File: config.mk
export PLATFORM = sky130hd
export DESIGN_NAME = truth_table_scanner
export DESIGN_NICKNAME = d
export VERILOG_FILES = /design/src/rtl/tt_scan_pkg.sv /design/src/rtl/settle_timer.sv /design/src/rtl/truth_table_scanner.sv
export SDC_FILE = /design/constraint.sdc
export NUM_CORES = 1
export LEC_CHECK = 0
export ABC_CLOCK_PERIOD_IN_PS = 2200
export CAP_MARGIN = 20
export CORE_ASPECT_RATIO = 1.4
export CORE_MARGIN = 2
export CORE_UTILIZATION = 30
export CTS_CLUSTER_DIAMETER = 60
export DETAILED_ROUTE_END_ITERATION = 12
export GPL_ROUTABILITY_DRIVEN = 0
export HOLD_SLACK_MARGIN = 0.03
export PLACE_DENSITY_LB_ADDON = 0.2
export SYNTH_ARGS = -nofsm -noshare
export SYNTH_HDL_FRONTEND = slang
export SYNTH_SLANG_ARGS = --single-unit
File: constraint.sdc
create_clock -name clk -period 2.2 [get_ports clk]
set_input_delay 0.22 -clock clk [delete_from_list [all_inputs] [get_ports clk]]
set_output_delay 0.22 -clock clk [all_outputs]
set_load 0.005 [all_outputs]
File: src/rtl/tt_scan_pkg.sv
// ============================================================================
// Module : tt_scan_pkg
// Shared types and constants for the truth-table scanner.
// Rev    : 1.0  initial release
// ============================================================================
`default_nettype none

package tt_scan_pkg;

  typedef enum logic [1:0] {
    IDLE  = 2'd0,
    DRIVE = 2'd1,
    DONE  = 2'd2
  } state_e;

  localparam int N_VEC = 16;
  localparam int IDX_W = 4;
  localparam int CNT_W = 5;

  localparam logic [N_VEC-1:0] DEFAULT_EXPECTED_TABLE = 16'h4644;

endpackage

`default_nettype wire

File: src/rtl/settle_timer.sv
// ============================================================================
// Module : settle_timer
// Counts hold cycles for one stimulus vector; tc marks the sample cycle.
// Rev    : 1.0  initial release
// ============================================================================
`default_nettype none

module settle_timer #(
  parameter int SETTLE_CYCLES = 1
) (
  input  logic clk,
  input  logic rst_n,
  input  logic clear,
  input  logic enable,
  output logic tc
);

  localparam logic [3:0] TC_VAL = 4'(SETTLE_CYCLES);

  logic [3:0] cnt_q, cnt_d;

  assign tc = (cnt_q == TC_VAL);

  always_comb begin
    cnt_d = cnt_q;
    if (clear) begin
      cnt_d = 4'd0;
    end else if (enable && !tc) begin
      cnt_d = cnt_q + 4'd1;
    end
  end

  always_ff @(posedge clk or negedge rst_n) begin
    if (!rst_n) begin
      cnt_q <= 4'd0;
    end else begin
      cnt_q <= cnt_d;
    end
  end

endmodule

`default_nettype wire

File: src/rtl/truth_table_scanner.sv
// ============================================================================
// Module : truth_table_scanner
// Walks p,q,r,s through all 16 vectors, captures t_in into a truth table and
// counts maxterms. Optional golden compare enabled by GOLDEN_CHECK_EN.
// Rev    : 1.0  initial release
// ============================================================================
`default_nettype none

module truth_table_scanner
  import tt_scan_pkg::*;
#(
  parameter int               SETTLE_CYCLES  = 1,
  parameter logic [N_VEC-1:0] EXPECTED_TABLE = DEFAULT_EXPECTED_TABLE
) (
  input  logic             clk,
  input  logic             rst_n,
  input  logic             start,
  input  logic             t_in,
  output logic             p,
  output logic             q,
  output logic             r,
  output logic             s,
  output logic             busy,
  output logic             done,
  output logic [N_VEC-1:0] table_out,
  output logic [CNT_W-1:0] zero_count
`ifdef GOLDEN_CHECK_EN
  ,
  output logic             mismatch
`endif
);

  state_e             state_q, state_d;
  logic [IDX_W-1:0]   idx_q, idx_d;
  logic [IDX_W-1:0]   vec_q, vec_d;
  logic               armed_q, armed_d;
  logic               busy_q, busy_d;
  logic               done_q, done_d;
  logic [N_VEC-1:0]   table_q, table_d;
  logic [CNT_W-1:0]   zc_q, zc_d;
  logic               tmr_clear, tmr_en, tmr_tc, sample;
`ifdef GOLDEN_CHECK_EN
  logic               mismatch_q, mismatch_d;
`endif

  // The first DRIVE cycle only loads the stimulus flops; the settle window
  // opens after it, which gives the 16*(SETTLE_CYCLES+1)+1 start-to-done delay.
  assign sample    = (state_q == DRIVE) && armed_q && tmr_tc;
  assign tmr_en    = (state_q == DRIVE);
  assign tmr_clear = (state_q != DRIVE) || !armed_q || sample;

  settle_timer #(
    .SETTLE_CYCLES(SETTLE_CYCLES)
  ) u_settle_timer (
    .clk   (clk),
    .rst_n (rst_n),
    .clear (tmr_clear),
    .enable(tmr_en),
    .tc    (tmr_tc)
  );

  always_comb begin
    state_d = state_q;
    idx_d   = idx_q;
    armed_d = armed_q;
    table_d = table_q;
    zc_d    = zc_q;
`ifdef GOLDEN_CHECK_EN
    mismatch_d = mismatch_q;
`endif
    case (state_q)
      IDLE: begin
        if (start) begin
          state_d = DRIVE;
          idx_d   = '0;
          armed_d = 1'b0;
          table_d = '0;
          zc_d    = '0;
`ifdef GOLDEN_CHECK_EN
          mismatch_d = 1'b0;
`endif
        end
      end
      DRIVE: begin
        armed_d = 1'b1;
        if (sample) begin
          table_d[idx_q] = t_in;
          if (!t_in) begin
            zc_d = zc_q + 5'd1;
          end
          if (idx_q == IDX_W'(N_VEC - 1)) begin
            state_d = DONE;
`ifdef GOLDEN_CHECK_EN
            mismatch_d = (table_d != EXPECTED_TABLE);
`endif
          end else begin
            idx_d = idx_q + 4'd1;
          end
        end
      end
      DONE: begin
        state_d = IDLE;
      end
      default: begin
        state_d = IDLE;
      end
    endcase

    vec_d  = (state_d == DRIVE) ? idx_d : '0;
    busy_d = (state_d == DRIVE);
    done_d = (state_d == DONE);
  end

  always_ff @(posedge clk or negedge rst_n) begin
    if (!rst_n) begin
      state_q <= IDLE;
      idx_q   <= '0;
      vec_q   <= '0;
      armed_q <= 1'b0;
      busy_q  <= 1'b0;
      done_q  <= 1'b0;
      table_q <= '0;
      zc_q    <= '0;
`ifdef GOLDEN_CHECK_EN
      mismatch_q <= 1'b0;
`endif
    end else begin
      state_q <= state_d;
      idx_q   <= idx_d;
      vec_q   <= vec_d;
      armed_q <= armed_d;
      busy_q  <= busy_d;
      done_q  <= done_d;
      table_q <= table_d;
      zc_q    <= zc_d;
`ifdef GOLDEN_CHECK_EN
      mismatch_q <= mismatch_d;
`endif
    end
  end

  assign {p, q, r, s} = vec_q;
  assign busy         = busy_q;
  assign done         = done_q;
  assign table_out    = table_q;
  assign zero_count   = zc_q;
`ifdef GOLDEN_CHECK_EN
  assign mismatch     = mismatch_q;
`endif

endmodule

`default_nettype wire

==> reports/qor.yml, run 1 <==
run_status:
  status: "completed"
worst_setup_path:
  crit_path_cell_trace: "inv_1 > ha_1 > or3b_1 > nor2_4 > a22oi_1 > a311oi_1"
  endpoint: "vec_q[2]$_DFF_PN0_"
  cp_slowest_cell: "or3b_1"
  cp-startpoint: "u_settle_timer.cnt_q[1]$_DFFE_PN0P_"
  endpoint_kind: "register"
  required_ns: 2.39
  reg2reg_to: "vec_q[2]$_DFF_PN0_"
  path_max_fanout: 11
  crit_arrival_ns: 2.19
  r2r_cells: 6
  startpoint_type: "register"
  critPathKind: "register to register"
  r2r_slack_ns: 0.20
  max_stage_delay_ns: 0.61
  r2r-start: "u_settle_timer.cnt_q[1]$_DFFE_PN0P_"
floorplanning:
  fp.dieW_um: 70.92
  ios: 31
  die_y_um: 97.68
  design.core.area_um2: 6126
  start_util_pct: 30.70
  rows: 34
  die_area_um2: 6927
final_layout:
  finalNetCount: 216
  areaGrowthSynthToFinish_pct: 24.48
  drive_above_1_share_pct: 10.68
  fin_util_pct: 38.21
  antenna_cells: 0
power_and_ir_drop:
  leakage_nw: 1.075
  p_per_area_nw_per_um2: 1251
  power.internal_w: 0.001881
  sw_frac_of_total_pct: 35.76
  seqPwrFrac_pct: 42.6
  peakVddDrop_mv: 0.5089
  p_comb_share_pct: 40.5
  p_sw_w: 0.001047
  clkPwrFrac_pct: 16.9
logic_synthesis:
  yosys-top-cells-count: "dfrtp_1 (38), nand2_1 (33), mux2i_1 (15)"
  ys_ff_latch: 38
  synth-seq-area-share_pct: 50.57
  synth_area_leaders: "dfrtp_1 (51%), mux2i_1 (8.0%), nand2_1 (6.6%), ha_1 (4.7%), nor2_1 (2.0%)"
  synth_top_area_share_pct: 50.57
  netlist_instances: 173
  synth_top_cell_by_area: "dfrtp_1"
  synth_cell_types: 44
  yosysWarnings: 0
  synth-edff-count: 0
  syn_area_per_cell_um2: 10.87
  ys_async_sr_fraction_pct: 100.0
  synth_nets: 184
  netlist_area_um2: 1881
  yosysMostFrequentCell: "dfrtp_1"
  yosys_most_used_dff: "dfrtp_1"
clock_network:
  root_buffer: "clkbuf_8"
  post-cts-setup-buffers: 0
  cts-buffers-inserted: 5
  cts_sinks: 38
  clk_pin_slew_worst_paths_ns: 0.08
  cts_tree: "done"
  cts_resized: 0
  cts_hold_buf: 0
  htreeDepth: 2
  cts_buffer_depth: 2
  clk_latency_ns: 0.29
global_routing:
  antenna_found_initial: 0
  grt-ovfl-total: 0
  grt_start_max_net_pins: 39
  grt_util_all_layers_pct: 12.68
  grt_pass1_wl_um: 6975
  first_global_vias: 1403
drt:
  drc: 0
  num_vias: 1363
  via_per_inst: 4.903
  wire_per_inst_um: 15.01
  dr.first_iter.drc_count: 69
  ant_nets: 0
  first_pass_iters: 4
  totalWireLength_um: 4173
sta:
  finalSetupTns_ns: 0
  relSlewSlack_pct: 41.80
  rsz0062_at_grt: "false"
  tightest_slew_ns: 0.8730
  fin_crit_ns: 1.998
  fin_crit_sh_pct: 90.81
  fin_skew_ns: 0.007410
  finalSetupViolCount: 0
  slew_viol_final: 0
  hold_viol_final: 0
  fmax_mhz: 500.6
min_path:
  hold_class: "input port to asynchronous set/reset pin"
run:
  cap_viol_max_count: 0
placed_design:
  port_buffers: 30
  dp_hpwl_um: 2998
-- area by class of cell --
cell class,count,area [um^2]
multi-input combinational,121,860.8
clock inverter,1,5.005
sequential,38,950.9
inverter,4,15.01
timing repair buffer,35,332.8
tap,72,90.09
clock buffer,7,86.33
fill,642,3785
-- cell families (layout without fill, tap and decap cells) --
kind of cell / count (synthesis) / count (layout) / share of synthesized area (%)
flip-flops: 38 / 38 / 50.57
AND/OR/NAND/NOR: 77 / 77 / 24.09
adder cells (fa/ha/maj): 7 / 7 / 4.657
multiplexers: 15 / 15 / 7.984
AO/OA/AOI/OAI: 17 / 17 / 6.721
XOR/XNOR: 5 / 5 / 2.329
buffers and inverters: 14 / 47 / 3.659
-- worst max-delay path, delay by kind of cell, from the launching register on --
family	cells	cell delay, ns
compound gates	2	0.37
fa+ha+maj	1	0.14
buf+inv	1	0.06
flops	1	0.40
simple gates	2	0.93
-- per-stage QoR --
step                power (W)  instance area (um^2)  setup slack [ns]  hold WS [ns]  cells
floorplan            0.001874                  1881            0.5089      -0.07559    173
global placement     0.002457                  2250            0.2785        0.3994    270
detailed placement   0.002465                  2250            0.2243        0.4027    270
CTS                  0.002985                  2341            0.2048       0.07910    278
global route         0.003167                  2341           0.01400        0.1249    278
finish               0.002928                  2341            0.2023       0.04812    278
-- power by group through the flow --
stage,clock network [W],logic [W],registers (W)
4_1_cts,0.000522,0.00121,0.00125
3_3_place_gp,0,0.00119,0.00126
2_1_floorplan,0,0.000701,0.00117
5_1_grt,0.000545,0.00133,0.00130
6_report,0.000494,0.00119,0.00125
3_5_place_dp,0,0.00120,0.00126
-- layout by cell type (no fill, tap or decap), drive strengths merged, types with 3 or more instances in the layout --
cell	netlist	routed
o21ai	3	3
nand4	5	5
nor4	4	4
nand3	7	7
clkbuf	3	7
nor2	11	11
clkdlybuf4s50	0	29
buf	7	6
dfrtp	38	38
nand2	33	33
ha	7	7
xnor2	3	3
inv	4	4
nor3	3	3
mux2i	15	15
-- flip-flops by register name (all words and copies together) (netlist names) --
| name | flops |
|---|---|
| armed_q | 1 |
| busy | 1 |
| done | 1 |
| idx_q | 4 |
| state_q | 2 |
| table_out | 16 |
| u_settle_timer.cnt_q | 4 |
| vec_q | 4 |
| zero_count | 5 |
-- worst min-delay path by stage --
stage	slack [ns]	start	endpoint
finish	0.05	rst_n	u_settle_timer.cnt_q[3]$_DFFE_PN0P_
global route	0.12	rst_n	u_settle_timer.cnt_q[3]$_DFFE_PN0P_
CTS	0.08	rst_n	u_settle_timer.cnt_q[3]$_DFFE_PN0P_
detailed placement	0.40	rst_n	done$_DFF_PN0_
global placement	0.40	rst_n	done$_DFF_PN0_
floorplan	-0.08	rst_n	armed_q$_DFFE_PN0P_
-- routing by layer --
| layer | wire (um) | up-vias | track usage [%] |
|---|---|---|---|
| met5 | 0 | - | 0 |
| met1 | 1845 | 672 | 15.97 |
| li1 | - | 665 | - |
| met4 | 49 | 0 | 4.935 |
| met3 | 103 | 5 | 2.490 |
| met2 | 2175 | 21 | 21.14 |
(Power assumes the default switching activity.)
==> inputs of run 2 (changes only) <==
SKIP_CTS_REPAIR_TIMING = 1   (was unset)
==> results of run 2 <==
No change in the layout: final DEF, timing and power equal those of run 1.
